$ cat config.mk
export PLATFORM = sky130hd
export DESIGN_NAME = cpu_debug_sampler
export DESIGN_NICKNAME = d
export VERILOG_FILES = /design/src/rtl/cpu_debug_sampler_pkg.sv /design/src/rtl/cpu_debug_sampler_key_debounce.sv /design/src/rtl/cpu_debug_sampler.sv
export SDC_FILE = /design/constraint.sdc
export NUM_CORES = 1
export LEC_CHECK = 0
export CELL_PAD_IN_SITES_DETAIL_PLACEMENT = 2
export CELL_PAD_IN_SITES_GLOBAL_PLACEMENT = 2
export CORE_MARGIN = 1
export CORE_UTILIZATION = 36
export DETAILED_ROUTE_END_ITERATION = 6
export GPL_ROUTABILITY_DRIVEN = 0
export GPL_TIMING_DRIVEN = 0
export PLACE_DENSITY_LB_ADDON = 0.12
export SYNTH_ARGS = -nofsm -noshare
export SYNTH_HDL_FRONTEND = slang
export SYNTH_SLANG_ARGS = --single-unit
$ cat constraint.sdc
create_clock -name i_clk -period 6.7 [get_ports i_clk]
set_input_delay 1.675 -clock i_clk [delete_from_list [all_inputs] [get_ports i_clk]]
set_output_delay 1.675 -clock i_clk [all_outputs]
set_load 0.05 [all_outputs]
$ cat src/rtl/cpu_debug_sampler_pkg.sv
// Shared types and default constants for the CPU debug sampler.
// The sampler feeds held CPU register values to the board display stage.
package cpu_debug_sampler_pkg;

    localparam int unsigned SAMPLE_DIV_DEF   = 2_500_000;
    localparam int unsigned DEBOUNCE_CYC_DEF = 500_000;

    localparam int unsigned PC_W  = 16;
    localparam int unsigned REG_W = 8;

    typedef enum logic [1:0] {
        ST_RUN   = 2'd0,
        ST_HOLD  = 2'd1,
        ST_BREAK = 2'd2,
        ST_STEP  = 2'd3
    } state_e;

    // Snapshot of the CPU registers shown on the display.
    typedef struct packed {
        logic [PC_W-1:0]  pc;
        logic [REG_W-1:0] sp;
        logic [REG_W-1:0] ir;
        logic [REG_W-1:0] p;
    } cpu_regs_t;

    // Counter width able to hold 0..n-1 (at least one bit).
    function automatic int unsigned cnt_width(input int unsigned n);
        return (n > 1) ? $clog2(n) : 1;
    endfunction

endpackage

$ cat src/rtl/cpu_debug_sampler_key_debounce.sv
// Pushbutton conditioner: 2-flop synchroniser, stability counter and a
// one-cycle press pulse on the debounced 1->0 edge (keys are active-low).
module cpu_debug_sampler_key_debounce
    import cpu_debug_sampler_pkg::*;
#(
    parameter int unsigned DEBOUNCE_CYC = DEBOUNCE_CYC_DEF
) (
    input  logic i_clk,
    input  logic i_rstn,
    input  logic i_key_raw,
    output logic o_press
);

    localparam int unsigned CW = cnt_width(DEBOUNCE_CYC);

    logic          sync1_q;
    logic          sync2_q;
    logic          level_q;
    logic          level_d;
    logic          press_q;
    logic          press_d;
    logic [CW-1:0] cnt_q;
    logic [CW-1:0] cnt_d;

    // Count consecutive cycles the synchronised key differs from the accepted level.
    always_comb begin
        cnt_d   = '0;
        level_d = level_q;
        press_d = 1'b0;
        if (sync2_q != level_q) begin
            if (cnt_q == CW'(DEBOUNCE_CYC - 1)) begin
                level_d = sync2_q;
                press_d = ~sync2_q;
            end else begin
                cnt_d = cnt_q + CW'(1);
            end
        end
    end

    always_ff @(posedge i_clk or negedge i_rstn) begin
        if (!i_rstn) begin
            sync1_q <= 1'b1;
            sync2_q <= 1'b1;
            level_q <= 1'b1;
            press_q <= 1'b0;
            cnt_q   <= '0;
        end else begin
            sync1_q <= i_key_raw;
            sync2_q <= sync1_q;
            level_q <= level_d;
            press_q <= press_d;
            cnt_q   <= cnt_d;
        end
    end

    assign o_press = press_q;

endmodule

$ cat src/rtl/cpu_debug_sampler.sv
// Samples live CPU state at a display-friendly rate, freezes on a key press,
// and halts the CPU on a PC breakpoint with single-instruction stepping.
module cpu_debug_sampler
    import cpu_debug_sampler_pkg::*;
#(
    parameter int unsigned SAMPLE_DIV   = SAMPLE_DIV_DEF,
    parameter int unsigned DEBOUNCE_CYC = DEBOUNCE_CYC_DEF
) (
    input  logic              i_clk,
    input  logic              i_rstn,
    input  logic [PC_W-1:0]   i_nes_cpu_pc,
    input  logic [REG_W-1:0]  i_nes_cpu_sp,
    input  logic [REG_W-1:0]  i_nes_cpu_ir,
    input  logic [REG_W-1:0]  i_nes_cpu_p,
    input  logic              i_cpu_sync,
    input  logic              i_key_hold,
    input  logic              i_key_step,
    input  logic              i_bp_en,
    input  logic [PC_W-1:0]   i_bp_addr,
    output logic [PC_W-1:0]   o_nes_cpu_pc,
    output logic [REG_W-1:0]  o_nes_cpu_sp,
    output logic [REG_W-1:0]  o_nes_cpu_ir,
    output logic [REG_W-1:0]  o_nes_cpu_p,
    output logic              o_cpu_halt,
    output logic [1:0]        o_state,
    output logic              o_bp_hit
);

    localparam int unsigned TW = cnt_width(SAMPLE_DIV);

    logic          hold_press_c;
    logic          step_press_c;
    logic          tick_c;
    logic          bp_match_c;
    cpu_regs_t     live_c;

    state_e        state_q;
    state_e        state_d;
    cpu_regs_t     held_q;
    cpu_regs_t     held_d;
    logic          halt_q;
    logic          halt_d;
    logic          bp_hit_q;
    logic          bp_hit_d;
    logic          armed_q;
    logic          armed_d;
    logic [TW-1:0] tick_cnt_q;
    logic [TW-1:0] tick_cnt_d;

    cpu_debug_sampler_key_debounce #(
        .DEBOUNCE_CYC (DEBOUNCE_CYC)
    ) u_key_hold (
        .i_clk     (i_clk),
        .i_rstn    (i_rstn),
        .i_key_raw (i_key_hold),
        .o_press   (hold_press_c)
    );

    cpu_debug_sampler_key_debounce #(
        .DEBOUNCE_CYC (DEBOUNCE_CYC)
    ) u_key_step (
        .i_clk     (i_clk),
        .i_rstn    (i_rstn),
        .i_key_raw (i_key_step),
        .o_press   (step_press_c)
    );

    // Live register bundle, sample tick and breakpoint compare.
    always_comb begin
        live_c.pc  = i_nes_cpu_pc;
        live_c.sp  = i_nes_cpu_sp;
        live_c.ir  = i_nes_cpu_ir;
        live_c.p   = i_nes_cpu_p;
        tick_c     = (tick_cnt_q == TW'(SAMPLE_DIV - 1));
        tick_cnt_d = tick_c ? '0 : tick_cnt_q + TW'(1);
        bp_match_c = i_bp_en & armed_q & i_cpu_sync & (i_nes_cpu_pc == i_bp_addr);
    end

    // Next-state and registered-output logic.
    always_comb begin
        state_d  = state_q;
        held_d   = held_q;
        halt_d   = halt_q;
        bp_hit_d = 1'b0;
        armed_d  = armed_q;

        // Re-arm only once the CPU has fetched somewhere other than the breakpoint.
        if (i_cpu_sync && (i_nes_cpu_pc != i_bp_addr)) begin
            armed_d = 1'b1;
        end

        case (state_q)
            ST_RUN: begin
                halt_d = 1'b0;
                if (bp_match_c) begin
                    held_d   = live_c;
                    bp_hit_d = 1'b1;
                    halt_d   = 1'b1;
                    state_d  = ST_BREAK;
                end else begin
                    if (tick_c) begin
                        held_d = live_c;
                    end
                    if (hold_press_c) begin
                        state_d = ST_HOLD;
                    end
                end
            end
            ST_HOLD: begin
                halt_d = 1'b0;
                if (hold_press_c) begin
                    state_d = ST_RUN;
                end
            end
            ST_BREAK: begin
                halt_d = 1'b1;
                if (hold_press_c) begin
                    state_d = ST_RUN;
                    halt_d  = 1'b0;
                    armed_d = 1'b0;
                end else if (step_press_c) begin
                    state_d = ST_STEP;
                    halt_d  = 1'b0;
                end
            end
            ST_STEP: begin
                halt_d = 1'b0;
                if (i_cpu_sync) begin
                    held_d  = live_c;
                    halt_d  = 1'b1;
                    state_d = ST_BREAK;
                end
            end
            default: begin
                state_d = ST_RUN;
                halt_d  = 1'b0;
            end
        endcase
    end

    always_ff @(posedge i_clk or negedge i_rstn) begin
        if (!i_rstn) begin
            state_q    <= ST_RUN;
            held_q     <= '0;
            halt_q     <= 1'b0;
            bp_hit_q   <= 1'b0;
            armed_q    <= 1'b1;
            tick_cnt_q <= '0;
        end else begin
            state_q    <= state_d;
            held_q     <= held_d;
            halt_q     <= halt_d;
            bp_hit_q   <= bp_hit_d;
            armed_q    <= armed_d;
            tick_cnt_q <= tick_cnt_d;
        end
    end

    assign o_nes_cpu_pc = held_q.pc;
    assign o_nes_cpu_sp = held_q.sp;
    assign o_nes_cpu_ir = held_q.ir;
    assign o_nes_cpu_p  = held_q.p;
    assign o_cpu_halt   = halt_q;
    assign o_state      = state_q;
    assign o_bp_hit     = bp_hit_q;

endmodule

## Word level (Yosys, flattened, before mapping)

Index checks and enable logic that the tools add are counted.

- Flip-flop bits (word level): 113
- Input port bits: 62
- Output and inout port bits: 44
- Logic and storage cells: 78

- $add $sub $neg: 3
- Equality and inequality tests: 15
- Mux-type cells: 29
- Bitwise gates (word level): 5
- Reductions and logical operators: 7

Operators with widths:

| kind | count |
|---|---|
| $mux W40 | 3 |
| $pmux W40 S2 | 1 |
| $mux W19 | 4 |
| $add A19 B1 Y19 const B | 2 |
| $eq A19 B19 Y1 const B | 2 |
| $add A22 B1 Y22 const B | 1 |
| $eq A22 B22 Y1 const B | 1 |
| $mux W22 | 1 |
| $eq A16 B16 Y1 | 1 |
| $ne A16 B16 Y1 | 1 |
| $mux W1 | 12 |
| $mux W2 | 6 |
| $pmux W2 S4 | 1 |
| $eq A2 B2 Y1 const B | 2 |
| $pmux W1 S4 | 1 |
| $reduce_and A2 Y1 | 2 |
| $reduce_and A4 Y1 | 1 |
| $and A1 B1 Y1 | 3 |
| $ne A3 B1 Y1 const B | 1 |
| $ne A3 B2 Y1 const B | 1 |
| $ne A3 B3 Y1 const B | 1 |
| $reduce_and A3 Y1 | 1 |
| $eq A2 B1 Y1 const B | 1 |
| $logic_not A2 Y1 | 1 |
| other kinds (6) | 8 |

## Depth between registers and ports, before layout

- Depth after elaboration: 5
- Mapped depth: 7
- Gate-level depth less buffers: 6

## Cells and area by module

Synthesis repeated with hierarchy kept, for this count alone.

- Cell total of the unflattened synthesis: 557
- Area, all modules: 5,646.7 µm²

By module, submodules not included:

| module | instances | cells each | area an instance (µm²) | seq. area each (µm²) |
|---|---|---|---|---|
| cpu_debug_sampler | 1 | 337 | 3,402.0 | 1,677.9 |
| cpu_debug_sampler_key_debounce | 2 | 110 | 1,122.3 | 579.3 |

## Least setup slack after synthesis

No wires, ideal clock.

- Path type: input to register
- Start: input i_bp_addr[8]
- End: register held_q, in the netlist o_nes_cpu_ir[0]
- Setup time: 125 ps
- Data arrival time: 3,056 ps
- Required time: 6,575 ps
- Slack: 3,519 ps
- Stages on the path: 6
- Path buffers: 1
- Cell sequence: xor2_1 nor4_1 nand4_1 a211o_1 buf_6 mux2_4

- Longest elaborated chain between the ends: 4
- Elaborated cells between the ends (all ways): 6
- Classes of those cells: eq/ne: 2; mux: 2; bitwise: 1; reduce/logical: 1

Ends and longest elaborated chain:

| what | RTL line | text |
|---|---|---|
| from (decl) | cpu_debug_sampler.sv:19 | `input logic [PC_W-1:0] i_bp_addr,` |
| $eq A16 B16 Y1 * | cpu_debug_sampler.sv:76 | `bp_match_c = i_bp_en & armed_q & i_cpu_sync & (i_nes_cpu_pc == i_bp_addr);` |
| $and A1 B1 Y1 * | cpu_debug_sampler.sv:76 |  |
| $ne A3 B3 Y1 (no source line) or $mux W40 (tied branches) | n/a |  |
| $reduce_and A3 Y1 (no source line) or $pmux W40 S2 (tied branches) | n/a |  |
| to (signal assigned) | cpu_debug_sampler.sv:151 | `held_q <= held_d;` |
| to (decl) | cpu_debug_sampler.sv:39 | `cpu_regs_t held_q;` |

Every way passes the cells marked *; elsewhere a longest branch is shown, timed or not.
A chain may end at the register's enable or synchronous reset.

## Worst setup path in the final report

- Start: input i_nes_cpu_pc[4]
- End: register held_q, in the netlist o_nes_cpu_pc[13]

- Longest elaborated chain between the ends: 4
- Elaborated cells between the ends (all ways): 6
- Classes of those cells: eq/ne: 2; mux: 2; bitwise: 1; reduce/logical: 1

Ends and longest elaborated chain:

| what | RTL line | text |
|---|---|---|
| from (decl) | cpu_debug_sampler.sv:11 | `input logic [PC_W-1:0] i_nes_cpu_pc,` |
| $eq A16 B16 Y1 * | cpu_debug_sampler.sv:76 |  |
| $and A1 B1 Y1 * | cpu_debug_sampler.sv:76 |  |
| $ne A3 B3 Y1 (no source line) or $mux W40 (tied branches) | n/a |  |
| $reduce_and A3 Y1 (no source line) or $pmux W40 S2 (tied branches) | n/a |  |

Marked as above.

==> tab_implementation.tex <==
\begin{tabular}{lr}
\hline
Metric & Value \\
\hline
\multicolumn{2}{l}{\textbf{Place}} \\
\quad Number of input and output port buffers inserted & 105 \\
\quad Estimated wirelength of the detail-placed design & 10500 um \\
\multicolumn{2}{l}{\textbf{Synthesis}} \\
\quad EDFF count, synth & 0 \\
\quad Leading post-synthesis cells by cell area & sky130\_fd\_sc\_hd\_\_dfrtp\_1, sky130\_fd\_sc\_hd\_\_mux2\_4, sky130\_fd\_sc\_hd\_\_xor2\_1 \\
\quad Most area-hungry cell type in the Yosys netlist & sky130\_fd\_sc\_hd\_\_dfrtp\_1 \\
\quad Most common library cells after synthesis & sky130\_fd\_sc\_hd\_\_dfrtp\_1, sky130\_fd\_sc\_hd\_\_nor2\_1, sky130\_fd\_sc\_hd\_\_mux2\_4 \\
\quad Post-synth cell types & 37 \\
\quad Cell with the most instances after synthesis & sky130\_fd\_sc\_hd\_\_dfrtp\_1 \\
\quad Top FF cell, synth & sky130\_fd\_sc\_hd\_\_dfrtp\_1 \\
\quad Fraction of synthesis flops using an asynchronous set or reset pin & 100\% \\
\quad Proportion of netlist area held by the largest area contributor & 50.7\% \\
\quad Mean instance size in the synthesized netlist & 11.6 sq um \\
\quad Synthesized net count & 514 \\
\quad Post-synthesis cell area & 0.00523 sq mm \\
\quad Share of the yosys chip area belonging to registers & 54.3\% \\
\quad Syn Inst Count & 449 \\
\quad Flop and latch count out of synthesis & 113 \\
\quad Yosys warnings & 0 \\
\multicolumn{2}{l}{\textbf{Timing}} \\
\quad Final Slew Violations & 0 \\
\quad Worst slew margin relative to its limit & 48.6\% \\
\quad Hold\_ws & 0.356 ns \\
\quad Fraction of the cycle the final worst path needs & 55.1\% \\
\quad Hold Fails Final Rpt & 0 \\
\quad Setup repair after global routing missed its margin & false \\
\quad Final setup skew & 0.0102 ns \\
\quad Transition at the pin with the smallest max-transition slack & 0.764 ns \\
\quad Maximum operating frequency & 0.271 GHz \\
\quad Finish-stage setup viols & 0 \\
\quad Post-route minimum period & 3.69 ns \\
\multicolumn{2}{l}{\textbf{Global route}} \\
\quad Global-route total usage across every layer & 21.1\% \\
\quad Number of antenna violations at the first check in global routing & 0 \\
\quad Remaining Overflow, GRT & 0 \\
\quad Largest net degree at the start of global routing & 61 \\
\quad First-pass GRT wire length & 23600 um \\
\quad Vias in the first global route & 4399 \\
\multicolumn{2}{l}{\textbf{Worst setup path}} \\
\quad Cell breakdown of the critical path & clkdlybuf4s50\_1, xor2\_1, nor4\_1, nand4\_1, a211o\_1, buf\_6, mux2\_4 \\
\quad CP endpoint kind & flop \\
\quad Startpoint-to-endpoint class of the critical path & in -> reg \\
\quad Kind of cell with the highest combined delay on the critical path & simple AND/OR/NAND/NOR gates \\
\quad Slowest stage delay, CP & 0.46 ns \\
\quad Buffers \& Inverters on Critical Path & 2 \\
\quad Library cell contributing the largest single delay on the critical path & sky130\_fd\_sc\_hd\_\_clkdlybuf4s50\_1 \\
\quad Launching element type of the critical path & input port \\
\quad Required time of the critical path & 6.99 ns \\
\quad Arrival time reported for the critical path endpoint & 3.98 ns \\
\quad Max FO, Critical Path & 10 \\
\multicolumn{2}{l}{\textbf{Drt}} \\
\quad Total Routed Length & 14700 um \\
\quad ANT nets after route & 0 \\
\quad Starting DRT DRC Count & 88 \\
\quad Post-route DRC & 0 \\
\quad Routed via count divided by cell count & 5.00 \\
\quad Number of iterations in the first detailed-routing pass & 4 \\
\quad Number of vias in the routed layout & 3822 \\
\quad Routed wire per std cell & 19.2 um \\
\multicolumn{2}{l}{\textbf{CTS}} \\
\quad H-tree levels & 4 \\
\quad Clock Sinks & 113 \\
\quad Post-CTS setup buffers & 0 \\
\quad Clk Latency, worst-skew pair & 0.41 ns \\
\quad Number of resized instances in the post-cts repair step & 0 \\
\quad Maximum root-to-sink buffer count & 2 \\
\quad Clock buffer count from CTS & 17 \\
\quad Clock slew at the register clock pins of the worst setup and hold paths & 0.05 ns \\
\quad TritonCTS clock tree & done \\
\quad Clock root buffer & sky130\_fd\_sc\_hd\_\_clkbuf\_16 \\
\quad Count of hold buffers inserted by post-cts repair & 0 \\
\multicolumn{2}{l}{\textbf{Power and ir drop}} \\
\quad Sequential share of power & 41.1\% \\
\quad Switching component of the power & 385 uW \\
\quad Total power density per cell area & 242 mW/mm\^{}2 \\
\quad Overall power after layout & 1.72 mW \\
\quad Net Sw Frac & 22.4\% \\
\quad Int Pwr & 1.34 mW \\
\quad Leakage dissipation & 3.18 nW \\
\quad Gate power share & 8.1\% \\
\quad Largest vdd supply drop & 0.159 mV \\
\quad Relative contribution of the clock network to total power & 50.8\% \\
\multicolumn{2}{l}{\textbf{Floorplan}} \\
\quad Num ports & 106 \\
\quad Die width & 123 um \\
\quad Die height & 123 um \\
\quad Initial standard-cell utilization of the core & 37.2\% \\
\quad Area of the placeable core & 0.0140 sq mm \\
\quad Std-Cell Rows & 43 \\
\quad Total die area & 0.0150 sq mm \\
\multicolumn{2}{l}{\textbf{Final layout}} \\
\quad Register Area & 0.00284 sq mm \\
\quad Multi-input logic area & 0.00228 sq mm \\
\quad Layout cells sized above 1 & 15.0\% \\
\quad \# fillers & 1361 \\
\quad Diodes inserted & 0 \\
\quad P\&R area growth vs syn & 36.0\% \\
\quad Number of nets in the layout & 639 \\
\multicolumn{2}{l}{\textbf{Hold path}} \\
\quad Worst min-delay path category & reg -> reg \\
\multicolumn{2}{l}{\textbf{Run status}} \\
\quad Status & complete, no violations \\
\multicolumn{2}{l}{\textbf{Run}} \\
\quad Maximum capacitance violations & 0 \\
\hline
\end{tabular}
cells by family after synthesis:
kind of cell	count (synthesis)	synth area share, %
adder cells (fa/ha/maj)	3	0.718
flip-flops	113	54.3
buffers and inverters	22	2.15
AO/OA/AOI/OAI	12	1.41
AND/OR/NAND/NOR	185	17.4
multiplexers	43	12.1
XOR/XNOR	71	11.9
layout by cell type (no fill, tap or decap), drive strengths merged, types with 5 or more instances in the layout:
master           n
or4              5
nor4            11
buf              6
dfrtp          106
clkdlybuf4s50  104
and3             9
nor2            69
nand4            8
mux2            42
dfstp            7
nor3            13
nand2           25
xor2            38
inv             12
xnor2           33
clkbuf          31
nand3           27
sequential cells by signal (all words and copies together), names as in the netlist, 2 cells and up:
name and flops:
o_nes_cpu_ir 8, o_state 2, o_nes_cpu_sp 8, u_key_hold.cnt_q 19, o_nes_cpu_pc 16, tick_cnt_q 22, u_key_step.cnt_q 19, o_nes_cpu_p 8
final cells by class:
class / count / share of cell area, %
inverter: 12 / 0.634
clock inverter: 5 / 0.704
buffer: 10 / 0.951
clock buffer: 25 / 7.39
tap: 180 / 3.17
timing repair buffer: 106 / 15.2
sequential: 113 / 39.9
multi-input combinational: 314 / 32.1
path summary, 6_finish.rpt:
check	from	to	slack, ns	depth (start not counted)
max in group asynchronous	i_rstn	u_key_hold.sync1_q$_DFF_PN1_	4.74	2
min reg2reg	u_key_step.sync1_q$_DFF_PN1_	u_key_step.sync2_q$_DFF_PN1_	0.36	0
min in group asynchronous	i_rstn	o_nes_cpu_pc[5]$_DFFE_PN0P_	1.22	1
max reg2reg	tick_cnt_q[14]$_DFF_PN0_	o_nes_cpu_pc[13]$_DFFE_PN0P_	4.24	6
max	i_nes_cpu_pc[4]	o_nes_cpu_pc[13]$_DFFE_PN0P_	3.01	7
min	u_key_step.sync1_q$_DFF_PN1_	u_key_step.sync2_q$_DFF_PN1_	0.36	0
layer usage:
layer | GRT usage [%] | vias up | share of wire (%)
met5 | 0 | - | 0
met4 | 6.94 | 0 | 0.97
met3 | 5.34 | 10 | 4.4
met2 | 37.9 | 81 | 53
met1 | 24.5 | 1944 | 42
li1 | - | 1787 | -
stage by stage:
| step | utilization (%) | worst slack [ns] | instances | cell area, sq um | TNS [ns] |
|---|---|---|---|---|---|
| finish | 50.6 | 3.01 | 765 | 7110 | 0 |
| global route | 50.6 | 2.90 | 765 | 7110 | 0 |
| CTS | 50.6 | 2.98 | 765 | 7110 | 0 |
| detailed placement | 46.5 | 2.66 | 735 | 6530 | 0 |
| global placement | 46.3 | -0.541 | 734 | 6500 | -56.30 |
| floorplan | - | 3.52 | 449 | 5230 | 0 |
power groups by stage:
stage | combinational (mW) | clock (mW) | sequential, mW
2_1_floorplan | 0.0282 | 0 | 0.746
3_3_place_gp | 0.136 | 0 | 0.716
3_5_place_dp | 0.141 | 0 | 0.718
4_1_cts | 0.143 | 0.898 | 0.706
5_1_grt | 0.151 | 0.922 | 0.708
6_report | 0.140 | 0.874 | 0.707
worst register-to-register path: stages (launching register included):
cell and delay [ns]:
sky130_fd_sc_hd__dfrtp_1 0.45, sky130_fd_sc_hd__or4_1 0.56, sky130_fd_sc_hd__nor3_1 0.27, sky130_fd_sc_hd__a21oi_1 0.14, sky130_fd_sc_hd__a211o_1 0.40, sky130_fd_sc_hd__buf_6 0.20
sky130_fd_sc_hd__mux2_4 0.32
Note: power is estimated with default switching activity, not from simulation.
